$ cat src/rtl/alu_bist_driver_if.sv
// Operand/result bus between the BIST driver (master) and the ALU under test (slave).
// Driver owns A/B/opcode; the ALU returns Result ALU_LATENCY cycles after it samples them.
interface alu_bist_driver_if #(
    parameter int WIDTH = 8
);
    logic [WIDTH-1:0] A;
    logic [WIDTH-1:0] B;
    logic [2:0]       opcode;
    logic [WIDTH:0]   Result;

    modport master (
        output A,
        output B,
        output opcode,
        input  Result
    );

    modport slave (
        input  A,
        input  B,
        input  opcode,
        output Result
    );
endinterface

$ cat src/rtl/alu_bist_driver.sv
// LFSR-driven ALU self-test: one vector per ALU_LATENCY+1 cycles, Result checked against a golden model.
// No backpressure; start is ignored while busy. ALU_BIST_STOP_ON_FAIL_EN ends the run at the first mismatch.
module alu_bist_driver #(
    parameter int WIDTH       = 8,
    parameter int ALU_LATENCY = 1,
    parameter int CNT_W       = 16
) (
    input  logic             clk,
    input  logic             rst_n,
    input  logic             start_i,
    input  logic [31:0]      seed_i,
    input  logic [CNT_W-1:0] num_vectors_i,
    output logic             busy_o,
    output logic             done_o,
    output logic [CNT_W-1:0] pass_cnt_o,
    output logic [CNT_W-1:0] fail_cnt_o,
    alu_bist_driver_if.master alu
);

    localparam int WC_W = (ALU_LATENCY < 1) ? 1 : $clog2(ALU_LATENCY + 1);

    typedef enum logic [1:0] {
        IDLE = 2'd0,
        WAIT = 2'd1,
        DONE = 2'd2
    } state_t;

    state_t           state_q;
    logic [31:0]      lfsr_q;
    logic [WIDTH-1:0] a_q;
    logic [WIDTH-1:0] b_q;
    logic [2:0]       op_q;
    logic [WIDTH:0]   exp_q;
    logic [WC_W-1:0]  wait_cnt_q;
    logic [CNT_W-1:0] remain_q;
    logic [CNT_W-1:0] pass_q;
    logic [CNT_W-1:0] fail_q;
    logic             busy_q;
    logic             done_q;

    logic [31:0]      seed_d;
    logic             match_d;
    logic             halt_d;

    function automatic logic [31:0] lfsr_step(input logic [31:0] l);
        return {l[30:0], l[31] ^ l[21] ^ l[1] ^ l[0]};
    endfunction

    function automatic logic [WIDTH:0] golden(input logic [WIDTH-1:0] a,
                                              input logic [WIDTH-1:0] b,
                                              input logic [2:0]       op);
        logic [WIDTH:0] r;
        case (op)
            3'd0:    r = {1'b0, a} + {1'b0, b};
            3'd1:    r = {1'b0, a} - {1'b0, b};
            3'd2:    r = {1'b0, a & b};
            3'd3:    r = {1'b0, a | b};
            3'd4:    r = {1'b0, a ^ b};
            3'd5:    r = {1'b0, ~(a & b)};
            3'd6:    r = {a, 1'b0};
            default: r = {1'b0, a >> 1};
        endcase
        return r;
    endfunction

    function automatic logic [CNT_W-1:0] sat_inc(input logic [CNT_W-1:0] c);
        return (c == {CNT_W{1'b1}}) ? c : c + CNT_W'(1);
    endfunction

    always_comb begin
        seed_d  = (seed_i == 32'd0) ? 32'h1 : seed_i;
        match_d = (alu.Result == exp_q);
`ifdef ALU_BIST_STOP_ON_FAIL_EN
        halt_d  = !match_d;
`else
        halt_d  = 1'b0;
`endif
    end

    always_ff @(posedge clk or negedge rst_n) begin
        if (!rst_n) begin
            state_q    <= IDLE;
            lfsr_q     <= 32'h1;
            a_q        <= '0;
            b_q        <= '0;
            op_q       <= '0;
            exp_q      <= '0;
            wait_cnt_q <= '0;
            remain_q   <= '0;
            pass_q     <= '0;
            fail_q     <= '0;
            busy_q     <= 1'b0;
            done_q     <= 1'b0;
        end else begin
            case (state_q)
                IDLE, DONE: begin
                    if (start_i) begin
                        pass_q     <= '0;
                        fail_q     <= '0;
                        busy_q     <= 1'b1;
                        done_q     <= 1'b0;
                        remain_q   <= num_vectors_i;
                        wait_cnt_q <= '0;
                        state_q    <= WAIT;
                        if (num_vectors_i != '0) begin
                            // Vector 0 comes straight from the seed; the LFSR then points at vector 1.
                            a_q    <= seed_d[WIDTH-1:0];
                            b_q    <= seed_d[2*WIDTH-1:WIDTH];
                            op_q   <= seed_d[31:29];
                            exp_q  <= golden(seed_d[WIDTH-1:0], seed_d[2*WIDTH-1:WIDTH], seed_d[31:29]);
                            lfsr_q <= lfsr_step(seed_d);
                        end else begin
                            lfsr_q <= seed_d;
                        end
                    end
                end
                WAIT: begin
                    if (remain_q == '0) begin
                        state_q <= DONE;
                        busy_q  <= 1'b0;
                        done_q  <= 1'b1;
                    end else if (wait_cnt_q == WC_W'(ALU_LATENCY)) begin
                        if (match_d) begin
                            pass_q <= sat_inc(pass_q);
                        end else begin
                            fail_q <= sat_inc(fail_q);
                        end
                        remain_q <= remain_q - CNT_W'(1);
                        if (remain_q == CNT_W'(1) || halt_d) begin
                            state_q <= DONE;
                            busy_q  <= 1'b0;
                            done_q  <= 1'b1;
                        end else begin
                            a_q        <= lfsr_q[WIDTH-1:0];
                            b_q        <= lfsr_q[2*WIDTH-1:WIDTH];
                            op_q       <= lfsr_q[31:29];
                            exp_q      <= golden(lfsr_q[WIDTH-1:0], lfsr_q[2*WIDTH-1:WIDTH], lfsr_q[31:29]);
                            lfsr_q     <= lfsr_step(lfsr_q);
                            wait_cnt_q <= '0;
                        end
                    end else begin
                        wait_cnt_q <= wait_cnt_q + WC_W'(1);
                    end
                end
                default: begin
                    state_q <= IDLE;
                    busy_q  <= 1'b0;
                    done_q  <= 1'b0;
                end
            endcase
        end
    end

    assign alu.A      = a_q;
    assign alu.B      = b_q;
    assign alu.opcode = op_q;
    assign busy_o     = busy_q;
    assign done_o     = done_q;
    assign pass_cnt_o = pass_q;
    assign fail_cnt_o = fail_q;

endmodule

$ cat src/flat_wrapper.sv
// flat-port wrapper written by rule: the top's interface ports become plain ports
module alu_bist_driver_flat 
#(
    parameter int WIDTH       = 8,
    parameter int ALU_LATENCY = 1,
    parameter int CNT_W       = 16
)
  (clk, rst_n, start_i, seed_i, num_vectors_i, busy_o, done_o, pass_cnt_o, fail_cnt_o, alu_A, alu_B, alu_opcode, alu_Result);
  alu_bist_driver_if #(.WIDTH(WIDTH)) alu_i ();
  input  logic clk;
  input  logic rst_n;
  input  logic start_i;
  input  logic [31:0] seed_i;
  input  logic [CNT_W-1:0] num_vectors_i;
  output logic busy_o;
  output logic done_o;
  output logic [CNT_W-1:0] pass_cnt_o;
  output logic [CNT_W-1:0] fail_cnt_o;
  output wire logic [$bits(alu_i.A)-1:0] alu_A;
  output wire logic [$bits(alu_i.B)-1:0] alu_B;
  output wire logic [$bits(alu_i.opcode)-1:0] alu_opcode;
  input wire logic [$bits(alu_i.Result)-1:0] alu_Result;
  assign alu_A = alu_i.A;
  assign alu_B = alu_i.B;
  assign alu_opcode = alu_i.opcode;
  assign alu_i.Result = alu_Result;
  alu_bist_driver #(.WIDTH(WIDTH), .ALU_LATENCY(ALU_LATENCY), .CNT_W(CNT_W)) u_core (.clk(clk), .rst_n(rst_n), .start_i(start_i), .seed_i(seed_i), .num_vectors_i(num_vectors_i), .busy_o(busy_o), .done_o(done_o), .pass_cnt_o(pass_cnt_o), .fail_cnt_o(fail_cnt_o), .alu(alu_i));
endmodule
$ cat config.mk
export PLATFORM = sky130hd
export DESIGN_NAME = alu_bist_driver_flat
export DESIGN_NICKNAME = d
export VERILOG_FILES = /design/src/rtl/alu_bist_driver_if.sv /design/src/rtl/alu_bist_driver.sv /design/src/flat_wrapper.sv
export SDC_FILE = /design/constraint.sdc
export NUM_CORES = 1
export LEC_CHECK = 0
export CAP_MARGIN = 20
export CELL_PAD_IN_SITES_DETAIL_PLACEMENT = 0
export CELL_PAD_IN_SITES_GLOBAL_PLACEMENT = 1
export CORE_MARGIN = 2
export CORE_UTILIZATION = 45
export DETAILED_ROUTE_END_ITERATION = 7
export PLACE_DENSITY_LB_ADDON = 0.1
export SETUP_SLACK_MARGIN = 0.4
export SLEW_MARGIN = 20
export SYNTH_ARGS = -nofsm -noshare
export SYNTH_HDL_FRONTEND = slang
export SYNTH_SLANG_ARGS = --single-unit
export TNS_END_PERCENT = 30
$ cat constraint.sdc
create_clock -name clk -period 8.9 [get_ports clk]
set_input_delay 1.78 -clock clk [delete_from_list [all_inputs] [get_ports clk]]
set_output_delay 1.78 -clock clk [all_outputs]
set_load 0.02 [all_outputs]
==> results.md <==
| Parameter | Reported |
|---|---|
| Run status | finished clean |
| Max cap viols | 0 |
| Area taken by flip-flops and latches | 0.00280 sq mm |
| Weighted congestion reported at the end of routability-driven placement | 0.898 |
| CTS root buffer | sky130_fd_sc_hd__clkbuf_16 |
| Length of the first detailed-routing pass in iterations | 6 |
| Worst hold-check path type | reg -> reg |
| Cell type with the largest total area after synthesis | sky130_fd_sc_hd__dfrtp_1 |
| Crit-path max cell delay | 0.83 ns |
| DPL Wire Length | 18,900 um |
| Buffers on Ports | 112 |
| RSZ-0062 raised after global routing | false |
| Number of clock sinks | 112 |
| H-tree Lvls | 3 |
| Max transition margin | 40.0% |
| Area delta synth->final | 17.4% |
| Achievable Freq | 183 MHz |
| Data required time at the worst endpoint | 9.14 ns |
| Count of yosys warnings during synthesis | 0 |
| Cell chain of the critical path | clkdlybuf4s50_1 > or2_2 > nor4_1 > a41o_1 > inv_1 > ha_1 > fa_1 > nor2b_1 > o31a_1 > a311oi_1 > xnor2_1 > nor3_1 > o32a_1 |
| Skew final | 0.0173 ns |
| Top cells by area in the synthesized netlist | sky130_fd_sc_hd__dfrtp_1, sky130_fd_sc_hd__ha_1, sky130_fd_sc_hd__o21ai_0, sky130_fd_sc_hd__a21oi_1, sky130_fd_sc_hd__nor2_1 |
| Worst vdd ir | 0.140 mV |
| Buffer levels on the longest clock path | 2 |
| Final Max Slew Viols | 0 |
| Postcts setup bufs | 0 |
| Peak fanout along the critical path | 27 |
| # resized after CTS | 0 |
| Number of enable flip-flop cells after synthesis | 0 |
| Leakage power | 4.28 nW |
| Area occupied by multi-input gates | 0.00536 sq mm |
| Via count normalized by instance count | 5.93 |
| Global-route wire length before repair | 42,700 um |
| Time the worst path needs with I/O delays and setup | 5.46 ns |
| Startpoint kind of the worst setup timing path | input port |
| Final number of hold-violating endpoints | 0 |
| Syn nets | 1,200 |
| Cell area power density | 324 mW/mm^2 |
| Hold Buf Count CTS | 0 |
| Slack of the critical path | 3.44 ns |
| Cell area after synthesis | 0.00870 sq mm |
| Clock input transition at the sequential cells of the worst setup and hold paths | 0.08 ns |
| Syn avg cell area | 8.02 sq um |
| Post-placement worst setup slack | 3.11 ns |
| Count of unresolved DRC violations after routing | 0 |
| Family of cells with the greatest summed delay on the critical path | simple AND/OR/NAND/NOR gates |
| Number of antenna violations at the first check in global routing | 0 |
| Vias in the first global route | 7,679 |
| Num ports | 113 |
| Antenna Violating Nets Remaining | 0 |
| Cell row count | 50 |
| Number of filler cells placed in the layout | 1,799 |
| Highest-delay cell along the critical path | sky130_fd_sc_hd__clkdlybuf4s50_1 |
| Setup TNS after final layout | 0 ns |
| DIE AREA | 0.0205 sq mm |
| Synthesized instance count | 1,084 |
| Ratio of cells with drive above 1 in the final layout | 6.47% |
| Detailed router's first-iteration violation count | 779 |
| Worst hold margin | 0.478 ns |
| Top-area cell type share of the netlist area | 31.9% |
| Measured slew at the worst slew-check pin | 0.899 ns |
| Final wirelength | 26,400 um |
| GR Util All Layers | 26.5% |
| NumNets Final | 1,254 |
| Antenna diodes | 0 |
| Buffering stage count on the worst path with inverters included | 2 |
| Horizontal extent of the die | 143 um |
| Asr flop ratio synth | 100% |
| Total congestion overflow | 0 |
| Category of the critical setup timing path | in -> reg |
| Final core utilization | 54.2% |
| Setup violators final | 0 |
| Portion of the clock cycle consumed by the worst path in the final layout | 61.3% |
| Distinct cell type count after synthesis | 71 |
| TritonCTS clock tree | yes |
| Element type at the critical path end | flop |
| TritonCTS Buffers | 9 |
| Number of synthesized register bits | 112 |
| Via Count | 8,317 |
| Starting utilization of the core area | 46.2% |
| Share of the yosys chip area belonging to registers | 32.2% |
| Prevailing post-synth register cell | sky130_fd_sc_hd__dfrtp_1 |
| Pin count of the biggest net entering global routing | 93 |
| Die height | 143 um |
| Top post-synthesis cells by count | sky130_fd_sc_hd__dfrtp_1, sky130_fd_sc_hd__o21ai_0, sky130_fd_sc_hd__nor2_1 |
| Arrival time at the worst endpoint | 5.69 ns |
| Clock latency reported for the late side of the worst-skew pair | 0.37 ns |
| Wire length per cell after detailed routing | 18.9 um |
| Area of the placeable core | 0.0188 sq mm |
layer usage:
| metal | wire, um | GRT usage, % | vias up |
|---|---|---|---|
| li1 | - | - | 4038 |
| met1 | 13300 | 42.1 | 4021 |
| met2 | 11100 | 36.8 | 240 |
| met3 | 1770 | 5.13 | 18 |
| met4 | 251 | 5.58 | 0 |
| met5 | 0 | 0 | - |
logic make-up after synthesis:
family / synth area share (%)
AOI/OAI and AO/OA: 23.6
xor gates and xnor gates: 3.22
adders and majority gates: 8.23
buffers and inverters: 6.37
DFF: 32.2
muxes: 5.14
and+or+nand+nor: 21.2
tightest hold or removal path, stage by stage, from the launching register on:
cell and delay [ns]:
sky130_fd_sc_hd__dfrtp_1 0.35, sky130_fd_sc_hd__nand2_1 0.05, sky130_fd_sc_hd__o31ai_1 0.05
final timing paths:
| check | startpoint | end | slack [ns] | depth (start not counted) |
|---|---|---|---|---|
| min in group asynchronous | rst_n | u_core.alu.opcode[2] | 1.51 | 1 |
| worst max-delay path | seed_i[30] | u_core.exp_q[8] | 3.44 | 13 |
| worst min register to register | u_core.alu.A[0] | u_core.alu.A[0] | 0.48 | 2 |
| worst max register to register | u_core.lfsr_q[29] | u_core.exp_q[8] | 5.42 | 12 |
| worst min-delay path | u_core.alu.A[0] | u_core.alu.A[0] | 0.48 | 2 |
| max in group asynchronous | rst_n | u_core.lfsr_q[11] | 6.16 | 2 |
cell usage in the layout (no fill, tap or decap), types with 6 or more instances in the layout:
cell type                         instances
sky130_fd_sc_hd__o21a_1                   6
sky130_fd_sc_hd__or3_1                   17
sky130_fd_sc_hd__inv_1                   54
sky130_fd_sc_hd__buf_4                   15
sky130_fd_sc_hd__mux2i_1                 21
sky130_fd_sc_hd__clkbuf_16                9
sky130_fd_sc_hd__clkdlybuf4s50_1        111
sky130_fd_sc_hd__xnor2_1                 28
sky130_fd_sc_hd__or4_1                   15
sky130_fd_sc_hd__a31oi_1                 37
sky130_fd_sc_hd__nand4_1                 14
sky130_fd_sc_hd__nor2b_1                  7
sky130_fd_sc_hd__a221oi_1                16
sky130_fd_sc_hd__and3_1                  10
sky130_fd_sc_hd__dfrtp_1                111
sky130_fd_sc_hd__nor4_1                  21
sky130_fd_sc_hd__nand3_1                 24
sky130_fd_sc_hd__o31ai_1                 13
sky130_fd_sc_hd__nor3_1                   9
sky130_fd_sc_hd__a21oi_1                 83
sky130_fd_sc_hd__o21ai_0                111
sky130_fd_sc_hd__nor2_1                 106
sky130_fd_sc_hd__ha_1                    54
sky130_fd_sc_hd__mux2_2                  21
sky130_fd_sc_hd__nand2_1                103
sky130_fd_sc_hd__nand2b_1                17
power breakdown:
| group | switching (mW) | internal (mW) | total [mW] |
|---|---|---|---|
| registers | 0.243 | 0.708 | 0.951 |
| logic | 1.15 | 0.784 | 1.93 |
| clock network | 0.223 | 0.199 | 0.422 |
cell type report:
type	count	share of cell area (%)
inverters	54	1.99
repair buffers	126	12.0
clock buffers	9	2.21
well taps	260	3.19
flip-flops and latches	112	27.5
multi-input cells	835	52.5
clock inverters	7	0.686
flip-flops by register name, summed over array words and instances, names as in the netlist:
| name | count |
|---|---|
| u_core.alu.opcode | 3 |
| u_core.busy_o | 1 |
| u_core.fail_cnt_o | 16 |
| u_core.remain_q | 16 |
| u_core.exp_q | 9 |
| u_core.lfsr_q | 32 |
| u_core.state_q | 2 |
| u_core.alu.B | 8 |
| u_core.wait_cnt_q | 1 |
| u_core.pass_cnt_o | 16 |
| u_core.alu.A | 8 |
per-stage QoR:
stage | cell area (sq um) | std cells | total power [mW]
after detailed placement | 9910 | 1387 | 2.87
after global routing | 10200 | 1403 | 3.60
after CTS | 10200 | 1403 | 3.30
after floorplan | 8700 | 1084 | 2.28
after global placement | 9910 | 1387 | 2.86
final | 10200 | 1403 | 3.31
Power figures use the tool's default switching activity.
